--- config.mk ---
export PLATFORM = sky130hd
export DESIGN_NAME = toysram_16x12_ctl_flat
export DESIGN_NICKNAME = d
export VERILOG_FILES = /design/src/rtl/toysram_16x12_ctl_if.sv /design/src/rtl/toysram_16x12_ctl.sv /design/src/flat_wrapper.sv
export SDC_FILE = /design/constraint.sdc
export NUM_CORES = 1
export LEC_CHECK = 0
export CAP_MARGIN = 20
export CORE_MARGIN = 2
export CORE_UTILIZATION = 35
export DETAILED_ROUTE_END_ITERATION = 6
export GPL_ROUTABILITY_DRIVEN = 0
export PLACE_DENSITY = 0.67
export SLEW_MARGIN = 20
export SYNTH_ARGS = -nofsm -noshare
export SYNTH_HDL_FRONTEND = slang
export SYNTH_SLANG_ARGS = --single-unit
--- constraint.sdc ---
create_clock -name clk -period 2.1 [get_ports clk]
set_input_delay 0.315 -clock clk [delete_from_list [all_inputs] [get_ports clk]]
set_output_delay 0.315 -clock clk [all_outputs]
set_load 0.005 [all_outputs]
--- src/rtl/toysram_16x12_ctl_if.sv ---
`default_nettype none
// ============================================================================
//  Module      : toysram_16x12_ctl_if
//  Description : Bundle of every non-clock signal of toysram_16x12_ctl.
//                Carries the request/response side (ready, rd*/wr* requests,
//                rd*_dat / rd*_dat_val) and the array side (RWL0/RWL1/WWL
//                wordlines, WBL/WBLb write bitlines, RBL0/RBL1 read bitlines).
//                Bit 0 is the MSB of every bus.
//  Modports    : slave  - the controller
//                master - its environment (requester plus the subarray)
//  Revision    : 1.0 - initial release
// ============================================================================
interface toysram_16x12_ctl_if;
    // request / response side
    logic        ready;
    logic        rd0_val;
    logic [0:3]  rd0_adr;
    logic        rd1_val;
    logic [0:3]  rd1_adr;
    logic        wr_val;
    logic [0:3]  wr_adr;
    logic [0:11] wr_dat;
    logic        rd0_dat_val;
    logic [0:11] rd0_dat;
    logic        rd1_dat_val;
    logic [0:11] rd1_dat;
    // array side
    logic [0:15] RWL0;
    logic [0:15] RWL1;
    logic [0:15] WWL;
    logic [0:11] WBL;
    logic [0:11] WBLb;
    logic [0:11] RBL0;
    logic [0:11] RBL1;

    modport slave (
        output ready,
        input  rd0_val, rd0_adr, rd1_val, rd1_adr,
        input  wr_val, wr_adr, wr_dat,
        output rd0_dat_val, rd0_dat, rd1_dat_val, rd1_dat,
        output RWL0, RWL1, WWL, WBL, WBLb,
        input  RBL0, RBL1
    );

    // The environment both issues requests and models the subarray, so it
    // also drives the read bitlines.
    modport master (
        input  ready,
        output rd0_val, rd0_adr, rd1_val, rd1_adr,
        output wr_val, wr_adr, wr_dat,
        input  rd0_dat_val, rd0_dat, rd1_dat_val, rd1_dat,
        input  RWL0, RWL1, WWL, WBL, WBLb,
        output RBL0, RBL1
    );
endinterface
`default_nettype wire

--- src/rtl/toysram_16x12_ctl.sv ---
`default_nettype none
// ============================================================================
//  Module      : toysram_16x12_ctl
//  Description : Port controller for the toysram_16x12 subarray. Converts
//                read/write requests into one-cycle one-hot wordline pulses
//                and complementary write bitlines, captures read bitlines
//                into registered read data one edge later, and clears all 16
//                rows after every reset before raising ready.
//  Ports       : clk   - sole clock, rising edge
//                reset - synchronous, active-high
//                bus   - toysram_16x12_ctl_if.slave (requests, read data,
//                        wordlines and bitlines)
//  Parameters  : RBL_INV - 1: read bitlines are active-low, 0: active-high
//  Revision    : 1.0 - initial release
// ============================================================================
module toysram_16x12_ctl #(
    parameter int RBL_INV = 1
) (
    input  wire logic          clk,
    input  wire logic          reset,
    toysram_16x12_ctl_if.slave bus
);

    typedef enum logic [1:0] {
        ST_RESET = 2'd0,
        ST_INIT  = 2'd1,
        ST_RUN   = 2'd2
    } state_t;

    localparam logic [3:0] c_last_row = 4'd15;

    state_t     r_state;
    logic [3:0] r_icnt;      // row currently being cleared during init
    logic       r_rd0_pend;  // port 0 read accepted at the previous edge
    logic       r_rd1_pend;
    logic       r_rd0_byp;   // that read collided with the same-edge write
    logic       r_rd1_byp;

    function automatic logic [0:15] onehot(input logic [3:0] row);
        logic [0:15] v;
        v      = '0;
        v[row] = 1'b1;
        return v;
    endfunction

    function automatic logic [0:11] capture(input logic [0:11] rbl);
        return (RBL_INV != 0) ? ~rbl : rbl;
    endfunction

    always_ff @(posedge clk) begin
        if (reset) begin
            r_state         <= ST_RESET;
            r_icnt          <= 4'd0;
            r_rd0_pend      <= 1'b0;
            r_rd1_pend      <= 1'b0;
            r_rd0_byp       <= 1'b0;
            r_rd1_byp       <= 1'b0;
            bus.ready       <= 1'b0;
            bus.RWL0        <= '0;
            bus.RWL1        <= '0;
            bus.WWL         <= '0;
            bus.WBL         <= '0;
            bus.WBLb        <= '0;
            bus.rd0_dat     <= '0;
            bus.rd1_dat     <= '0;
            bus.rd0_dat_val <= 1'b0;
            bus.rd1_dat_val <= 1'b0;
        end else begin
            // Wordlines and bitlines are pulses: cleared every edge unless
            // re-asserted below.
            bus.RWL0        <= '0;
            bus.RWL1        <= '0;
            bus.WWL         <= '0;
            bus.WBL         <= '0;
            bus.WBLb        <= '0;
            bus.rd0_dat_val <= 1'b0;
            bus.rd1_dat_val <= 1'b0;
            r_rd0_pend      <= 1'b0;
            r_rd1_pend      <= 1'b0;
            r_rd0_byp       <= 1'b0;
            r_rd1_byp       <= 1'b0;

            // Capture stage. On a collision the array output is undefined, so
            // the write data (still held on WBL this cycle) is returned instead.
            if (r_rd0_pend) begin
                bus.rd0_dat_val <= 1'b1;
                bus.rd0_dat     <= r_rd0_byp ? bus.WBL : capture(bus.RBL0);
            end
            if (r_rd1_pend) begin
                bus.rd1_dat_val <= 1'b1;
                bus.rd1_dat     <= r_rd1_byp ? bus.WBL : capture(bus.RBL1);
            end

            case (r_state)
                ST_RESET: begin
                    r_state  <= ST_INIT;
                    r_icnt   <= 4'd0;
                    bus.WWL  <= onehot(4'd0);
                    bus.WBLb <= '1;
                end
                ST_INIT: begin
                    if (r_icnt == c_last_row) begin
                        r_state   <= ST_RUN;
                        bus.ready <= 1'b1;
                    end else begin
                        r_icnt   <= 4'(r_icnt + 4'd1);
                        bus.WWL  <= onehot(4'(r_icnt + 4'd1));
                        bus.WBLb <= '1;
                    end
                end
                ST_RUN: begin
                    // ready is constantly high here, so every valid request
                    // is accepted.
                    if (bus.rd0_val) begin
                        bus.RWL0   <= onehot(bus.rd0_adr);
                        r_rd0_pend <= 1'b1;
                        r_rd0_byp  <= bus.wr_val && (bus.wr_adr == bus.rd0_adr);
                    end
                    if (bus.rd1_val) begin
                        bus.RWL1   <= onehot(bus.rd1_adr);
                        r_rd1_pend <= 1'b1;
                        r_rd1_byp  <= bus.wr_val && (bus.wr_adr == bus.rd1_adr);
                    end
                    if (bus.wr_val) begin
                        bus.WWL  <= onehot(bus.wr_adr);
                        bus.WBL  <= bus.wr_dat;
                        bus.WBLb <= ~bus.wr_dat;
                    end
                end
                default: begin
                    r_state   <= ST_RESET;
                    bus.ready <= 1'b0;
                end
            endcase
        end
    end

endmodule
`default_nettype wire

--- src/flat_wrapper.sv ---
// flat-port wrapper written by rule: the top's interface ports become plain ports
module toysram_16x12_ctl_flat 
#(
    parameter int RBL_INV = 1
)
  (clk, reset, bus_ready, bus_rd0_val, bus_rd0_adr, bus_rd1_val, bus_rd1_adr, bus_wr_val, bus_wr_adr, bus_wr_dat, bus_rd0_dat_val, bus_rd0_dat, bus_rd1_dat_val, bus_rd1_dat, bus_RWL0, bus_RWL1, bus_WWL, bus_WBL, bus_WBLb, bus_RBL0, bus_RBL1);
  toysram_16x12_ctl_if bus_i ();
  input  wire logic clk;
  input  wire logic reset;
  output wire logic [$bits(bus_i.ready)-1:0] bus_ready;
  input wire logic [$bits(bus_i.rd0_val)-1:0] bus_rd0_val;
  input wire logic [$bits(bus_i.rd0_adr)-1:0] bus_rd0_adr;
  input wire logic [$bits(bus_i.rd1_val)-1:0] bus_rd1_val;
  input wire logic [$bits(bus_i.rd1_adr)-1:0] bus_rd1_adr;
  input wire logic [$bits(bus_i.wr_val)-1:0] bus_wr_val;
  input wire logic [$bits(bus_i.wr_adr)-1:0] bus_wr_adr;
  input wire logic [$bits(bus_i.wr_dat)-1:0] bus_wr_dat;
  output wire logic [$bits(bus_i.rd0_dat_val)-1:0] bus_rd0_dat_val;
  output wire logic [$bits(bus_i.rd0_dat)-1:0] bus_rd0_dat;
  output wire logic [$bits(bus_i.rd1_dat_val)-1:0] bus_rd1_dat_val;
  output wire logic [$bits(bus_i.rd1_dat)-1:0] bus_rd1_dat;
  output wire logic [$bits(bus_i.RWL0)-1:0] bus_RWL0;
  output wire logic [$bits(bus_i.RWL1)-1:0] bus_RWL1;
  output wire logic [$bits(bus_i.WWL)-1:0] bus_WWL;
  output wire logic [$bits(bus_i.WBL)-1:0] bus_WBL;
  output wire logic [$bits(bus_i.WBLb)-1:0] bus_WBLb;
  input wire logic [$bits(bus_i.RBL0)-1:0] bus_RBL0;
  input wire logic [$bits(bus_i.RBL1)-1:0] bus_RBL1;
  assign bus_ready = bus_i.ready;
  assign bus_i.rd0_val = bus_rd0_val;
  assign bus_i.rd0_adr = bus_rd0_adr;
  assign bus_i.rd1_val = bus_rd1_val;
  assign bus_i.rd1_adr = bus_rd1_adr;
  assign bus_i.wr_val = bus_wr_val;
  assign bus_i.wr_adr = bus_wr_adr;
  assign bus_i.wr_dat = bus_wr_dat;
  assign bus_rd0_dat_val = bus_i.rd0_dat_val;
  assign bus_rd0_dat = bus_i.rd0_dat;
  assign bus_rd1_dat_val = bus_i.rd1_dat_val;
  assign bus_rd1_dat = bus_i.rd1_dat;
  assign bus_RWL0 = bus_i.RWL0;
  assign bus_RWL1 = bus_i.RWL1;
  assign bus_WWL = bus_i.WWL;
  assign bus_WBL = bus_i.WBL;
  assign bus_WBLb = bus_i.WBLb;
  assign bus_i.RBL0 = bus_RBL0;
  assign bus_i.RBL1 = bus_RBL1;
  toysram_16x12_ctl #(.RBL_INV(RBL_INV)) u_core (.clk(clk), .reset(reset), .bus(bus_i));
endmodule
==> results of run 1 <==
## sequential cells by signal (all words and copies together), names as in the netlist
register and count:
u_core.bus.WBL 12, u_core.bus.rd0_dat 12, u_core.r_state 2, u_core.bus.WWL 16, u_core.bus.rd1_dat 12, u_core.r_icnt 4
u_core.r_rd0_pend 1, u_core.r_rd1_byp 1, u_core.bus.rd1_dat_val 1, u_core.r_rd0_byp 1, u_core.bus.RWL1 16, u_core.bus.RWL0 16
u_core.r_rd1_pend 1, u_core.bus.rd0_dat_val 1, u_core.bus.ready 1, u_core.bus.WBLb 12
## cell families (layout without fill, tap and decap cells)
| logic type | count (synthesis) | count (layout) | share of synthesized area [%] |
|---|---|---|---|
| flip-flops | 109 | 109 | 54.5 |
| XOR/XNOR | 8 | 8 | 1.75 |
| buffers and inverters | 34 | 184 | 3.78 |
| AND/OR/NAND/NOR | 174 | 174 | 22.2 |
| AO/OA/AOI/OAI | 84 | 84 | 13.0 |
| multiplexers | 13 | 13 | 3.25 |
| adder cells (fa/ha/maj) | 5 | 5 | 1.56 |
## synth_stat cells (all sizes together)
library cell / number / area [um2]
clkbuf: 21 / 81.3
dfxtp: 109 / 2180
nand2b: 11 / 68.8
nand3b: 4 / 42.5
or3b: 1 / 8.76
nand2: 25 / 93.8
a21o: 2 / 15.0
nor4b: 3 / 53.8
nor2: 75 / 284
o21ai: 16 / 80.1
a211oi: 17 / 128
ha: 5 / 62.6
a21oi: 33 / 165
buf: 9 / 55.1
and2: 13 / 81.3
o2bb2ai: 3 / 26.3
inv: 4 / 15.0
xor2: 8 / 70.1
or2: 13 / 81.3
o32ai: 8 / 70.1
or4: 3 / 22.5
or3: 1 / 6.26
a22oi: 1 / 7.51
a221oi: 2 / 17.5
a31oi: 1 / 6.26
nor3: 12 / 65.1
and3: 2 / 12.5
mux2i: 13 / 130
and4bb: 1 / 12.5
o22ai: 1 / 6.26
nor2b: 4 / 25.0
nand3: 6 / 30.0
## worst max-delay path by stage
stage / startpoint / end / slack [ns] / cells after the start
floorplan: u_core.r_icnt[0] / u_core.bus.WBLb[1] / 0.51 / 5
global placement: bus_wr_adr[1] / u_core.bus.WWL[0] / 0.15 / 6
detailed placement: bus_wr_adr[0] / u_core.bus.WWL[11] / 0.14 / 5
CTS: u_core.r_icnt[0] / u_core.bus.WWL[8] / 0.20 / 5
global route: u_core.r_icnt[0] / u_core.bus.WWL[12] / 0.04 / 5
finish: u_core.r_icnt[0] / u_core.bus.WWL[12] / 0.22 / 5
## worst max-delay path, delay by kind of cell (launching register included)
kind,cells,cell delay [ns]
adder cells (fa/ha/maj),1,0.29
flip-flops,1,0.39
AND/OR/NAND/NOR,3,0.73
AO/OA/AOI/OAI,1,0.36
## per-layer routing
layer  global-route usage [%]  routed length, um  up-vias
li1                         -                  -     1744
met1                     22.2               4800     1598
met2                     30.3               5470       99
met3                     3.34                469       11
met4                     6.08                143        0
met5                        0                  0        -
## power groups by stage
stage,logic [uW],registers [uW],clock network [uW]
3_3_place_gp,280,2140,0
4_1_cts,285,2100,2010
5_1_grt,310,2100,2100
6_report,283,2100,1980
3_5_place_dp,282,2140,0
2_1_floorplan,113,2140,0
## final cells by class
cell class	count	area [um2]	share of cell area, %
sequential	109	2180	36.3
multi-input combinational	284	1670	27.8
timing repair buffer	164	1610	26.8
clock buffer	10	239	3.97
tap	143	179	2.97
clock inverter	6	118	1.96
inverter	4	15.0	0.250
## per-stage QoR
step	setup slack, ns	power [uW]
5_1_grt	0.0437	4510
3_5_place_dp	0.142	2430
3_3_place_gp	0.149	2420
4_1_cts	0.204	4390
6_report	0.216	4350
2_1_floorplan	0.509	2260
==> reports/qor.txt, run 1 <==
CP Data Required Time - 2.32 ns
Final setup TNS - 0 ns
Core Area - 11300 um2
Pint - 3460 uW
HP Start - u_core.bus.rd0_dat[5]
Switching power - 898 uW
Hold Path Depth - 2
Final period util - 89.7%
Seq/Total Area, Yosys - 54.5%
Sink Count - 109
CTS tree - built
Max-Cap Viols - 0
Vias in the first global route - 3365
Layout cells sized above 1 - 8.67%
Critical path fanouts, max - 8
Sequential share of power - 48.1%
Fmax - 531 MHz
Fin Clk Skew - 0.00719 ns
CTS buffer count - 9
Fin util - 53.4%
Net Sw Frac - 20.6%
Vias/cell - 4.79
Dpl cells - 704
Largest net degree at the start of global routing - 27
Worst-case clock buffer depth - 2
Worst-margin pin slew - 0.795 ns
Final hold vios - 0
CTS Hold Bufs - 0
Clock power share - 45.4%
GRT Resource Usage Total - 17.6%
WHS Endpoint - u_core.bus.rd0_dat[5]
Most common cell after layout, fill and taps aside - clkdlybuf4s50_1
Post-synth cell types - 40
Cell area after layout - 6010 um2
I/O Pins - 152
Comb pwr share - 6.5%
Die area - 12300 um2
Drt total wl - 10900 um
Crit Path Class - reg -> reg
Area after DPL - 5660 um2
RSZ-0062 raised after global routing - false
Synthesis-to-finish area growth - 50.1%
Critical Path End Type - flip-flop
Status - finished, final reports clean
CP max stage delay - 0.39 ns
CP Cell Sequence - ha_1 -> and3_1 -> nor2_2 -> nand2_1 -> o32ai_1
Vias - 3452
Worst Reg-to-Reg Cells - 5
Port Buf Inserts - 151
Synth Cell Area - 4010 um2
R2r setup slk - 0.22 ns
Drt wl/cell - 15.1 um
Final setup violation count - 0
DP HPWL - 8230 um
Pwr dens - 724 nW/um2
Chip height - 111 um
Initial antenna violation count - 0
R2r startpoint - u_core.r_icnt[0]
Post-CTS Setup Inserts - 0
Initial DRC Count - 230
Mapped Nets - 485
Commonest cells after routing, fill and taps aside - 151 x clkdlybuf4s50_1, 109 x dfxtp_1, 74 x nor2_1, 33 x a21oi_1, 25 x nand2_1
GRT Residual Overflow - 0
Final Critical Period - 1.88 ns
Crit path DAT - 2.10 ns
Root buf cell - clkbuf_16
Nets - 630
Diode count - 0
Clk_lat worst skew - 0.34 ns
#FFs+latches synth - 109
Synth warn - 0
First-pass GRT wire length - 17300 um
Layout Cells excl Fill - 720
FF-to-FF End - u_core.bus.WWL[12]
VDD IR max - 0.410 mV
Leakage - 0.00215 uW
Cells after Synth - 427
Avg Cell Area, Syn - 9.38 um2
Htree depth - 3
Critical path startpoint category - flip-flop
Slew margin rel. - 46.9%
HP Class - reg -> reg
Die W - 111 um
Starting Density - 35.5%
CTS resizes - 0
Row count - 39
Drt first pass iters - 4
Filler instances - 1048
Max-slew violations - 0
Worst-path clk slew - 0.07 ns
# DRC - 0
Final hold slack - 0.486 ns
Post-route ant nets - 0
Crit-path slowest cell - dfxtp_1
Power figures use the tool's default switching activity.
==> run 2, diff against run 1 <==
--- a/config.mk
+++ b/config.mk
@@ -10,8 +10,10 @@
 export CORE_UTILIZATION = 35
 export DETAILED_ROUTE_END_ITERATION = 6
 export GPL_ROUTABILITY_DRIVEN = 0
+export GPL_TIMING_DRIVEN = 0
 export PLACE_DENSITY = 0.67
 export SLEW_MARGIN = 20
 export SYNTH_ARGS = -nofsm -noshare
 export SYNTH_HDL_FRONTEND = slang
 export SYNTH_SLANG_ARGS = --single-unit
+export TNS_END_PERCENT = 10
==> run 2 against run 1 <==
- via count rose by 2.5%
- setup slack got worse by 0.013 ns
- combinational power shrank 4%
- utilization is 0.94 points lower
- sequential power is essentially flat
- routed wire length rose by 4.1%
- power fell by 8.2%
==> reports/qor.txt, run 2 (synthesis results as in run 1) <==
Status - finished, final reports clean
HP Class - in -> reg
Layout Cells excl Fill - 729
Hold Path Depth - 2
Drt wl/cell - 15.5 um
CTS buffer count - 9
HP Start - bus_wr_adr[3]
GRT Residual Overflow - 0
First-pass GRT wire length - 17800 um
R2r startpoint - u_core.r_icnt[0]
Die area - 12300 um2
Starting Density - 35.5%
# DRC - 0
Worst-path clk slew - 0.07 ns
Slew margin rel. - 57.5%
CTS tree - built
Final setup TNS - 0 ns
Worst-case clock buffer depth - 2
Vias/cell - 4.85
Cell area after layout - 5910 um2
I/O Pins - 152
Nets - 639
Biggest regs - u_core.bus.RWL0 (16), u_core.bus.RWL1 (16), u_core.bus.WWL (16)
Critical path startpoint category - flip-flop
Worst Reg-to-Reg Cells - 5
Fmax - 527 MHz
Vias in the first global route - 3378
CP Data Required Time - 2.31 ns
Row count - 39
Worst-margin pin slew - 0.637 ns
Root buf cell - clkbuf_16
DP HPWL - 8750 um
Diode count - 0
GRT Resource Usage Total - 18.1%
Max-Cap Viols - 0
Dpl cells - 713
Crit Path Class - reg -> reg
Initial DRC Count - 283
Htree depth - 3
Area after DPL - 5620 um2
Die W - 111 um
R2r setup slk - 0.20 ns
FF-to-FF End - u_core.bus.WWL[12]
Sink Count - 109
Final period util - 90.3%
Critical path fanouts, max - 8
CTS Hold Bufs - 0
Port Buf Inserts - 143
Final hold vios - 0
WHS Endpoint - u_core.bus.WWL[4]
Final setup violation count - 0
Final WS setup - 0.204 ns
Core Area - 11300 um2
Critical Path End Type - flip-flop
VDD IR max - 0.389 mV
Largest net degree at the start of global routing - 21
Worst slack, placed - -0.0883 ns
Initial antenna violation count - 0
Crit path DAT - 2.11 ns
Leakage - 0.00209 uW
Pwr dens - 677 nW/um2
Clk_lat worst skew - 0.34 ns
Drt first pass iters - 4
CP Cell Sequence - ha_1 -> and3_1 -> nor2_2 -> nand2_1 -> o32ai_1
Vias - 3538
Drt total wl - 11300 um
Max-slew violations - 0
CP max stage delay - 0.38 ns
Layout cells sized above 1 - 8.02%
Most common cell after layout, fill and taps aside - clkdlybuf4s50_1
Commonest cells after routing, fill and taps aside - 143 x clkdlybuf4s50_1, 109 x dfxtp_1, 74 x nor2_1, 33 x a21oi_1, 25 x nand2_1
Chip height - 111 um
Synthesis-to-finish area growth - 47.5%
Final Critical Period - 1.90 ns
Crit-path slowest cell - dfxtp_1
RSZ-0062 raised after global routing - false
Post-route ant nets - 0
Fin Clk Skew - 0.0126 ns
==> run 2: cell count changes in the layout (fill, tap and decap cells not counted), sizes merged <==
cell	delta
buf	-4
bufinv	-3
clkbuf	+20
clkdlybuf4s50	-8
clkinv	+3
clkinvlp	-1
inv	+2
==> run 2: per-stage QoR <==
step | utilization (%) | power, uW | hold slack (ns)
final | 52.4 | 4000 | 0.350
after global routing | 52.4 | 4150 | 0.370
after CTS | 52.4 | 4040 | 0.349
after detailed placement | 49.8 | 2410 | 0.469
after global placement | 49.8 | 2410 | 0.461
after floorplan | - | 2260 | 0.437
==> run 2: how the worst max path moves through the flow <==
stage,from,endpoint,slack (ns),depth (start not counted)
5_1_grt,u_core.r_icnt[0],u_core.bus.WWL[11],0.004,5
3_3_place_gp,reset,u_core.bus.WWL[0],-0.09,6
3_5_place_dp,reset,u_core.bus.WWL[0],-0.09,6
2_1_floorplan,u_core.r_icnt[0],u_core.bus.WBLb[1],0.51,5
4_1_cts,u_core.r_icnt[0],u_core.bus.WBLb[9],0.18,5
6_report,u_core.r_icnt[0],u_core.bus.WWL[12],0.20,5
==> run 2: routing by layer <==
layer / up-vias / track usage [%] / wire length (um)
met5: - / 0 / 0
met4: 0 / 5.75 / 162
met3: 13 / 3.17 / 504
met2: 108 / 30.9 / 5680
met1: 1666 / 23.3 / 4980
li1: 1751 / - / -
==> run 2: timing repair <==
action | CTS | global route
resized for setup | 0 | 3
setup buffers | 0 | 0
setup endpoints to repair | 0 | 10
==> run 2: final cells by class <==
cell class / instances / area (um2)
Clock buffer: 9 / 225
Sequential cell: 109 / 2180
Multi-Input combinational cell: 284 / 1670
Fill cell: 1034 / 5360
Tap cell: 143 / 179
Timing Repair Buffer: 143 / 1430
Buffer: 30 / 138
Inverter: 4 / 15.0
Clock inverter: 7 / 65.1
==> run 2: power breakdown <==
group | switching (uW) | internal (uW)
logic | 125 | 146
clock network | 799 | 833
registers | 10.5 | 2080
total | 935 | 3060
==> run 2: critical path, delay by kind of cell, from the launching register on <==
kind            cells  cell delay [ns]
fa+ha+maj           1             0.29
simple gates        3             0.73
flops               1             0.38
compound gates      1             0.37
==> run 3, diff against run 2 <==
--- a/config.mk
+++ b/config.mk
@@ -5,6 +5,7 @@
 export SDC_FILE = /design/constraint.sdc
 export NUM_CORES = 1
 export LEC_CHECK = 0
+export ABC_CLOCK_PERIOD_IN_PS = 2100
 export CAP_MARGIN = 20
 export CORE_MARGIN = 2
 export CORE_UTILIZATION = 35
==> results of run 3 <==
Same layout as run 2: the final DEF is identical, and so are final timing and power.
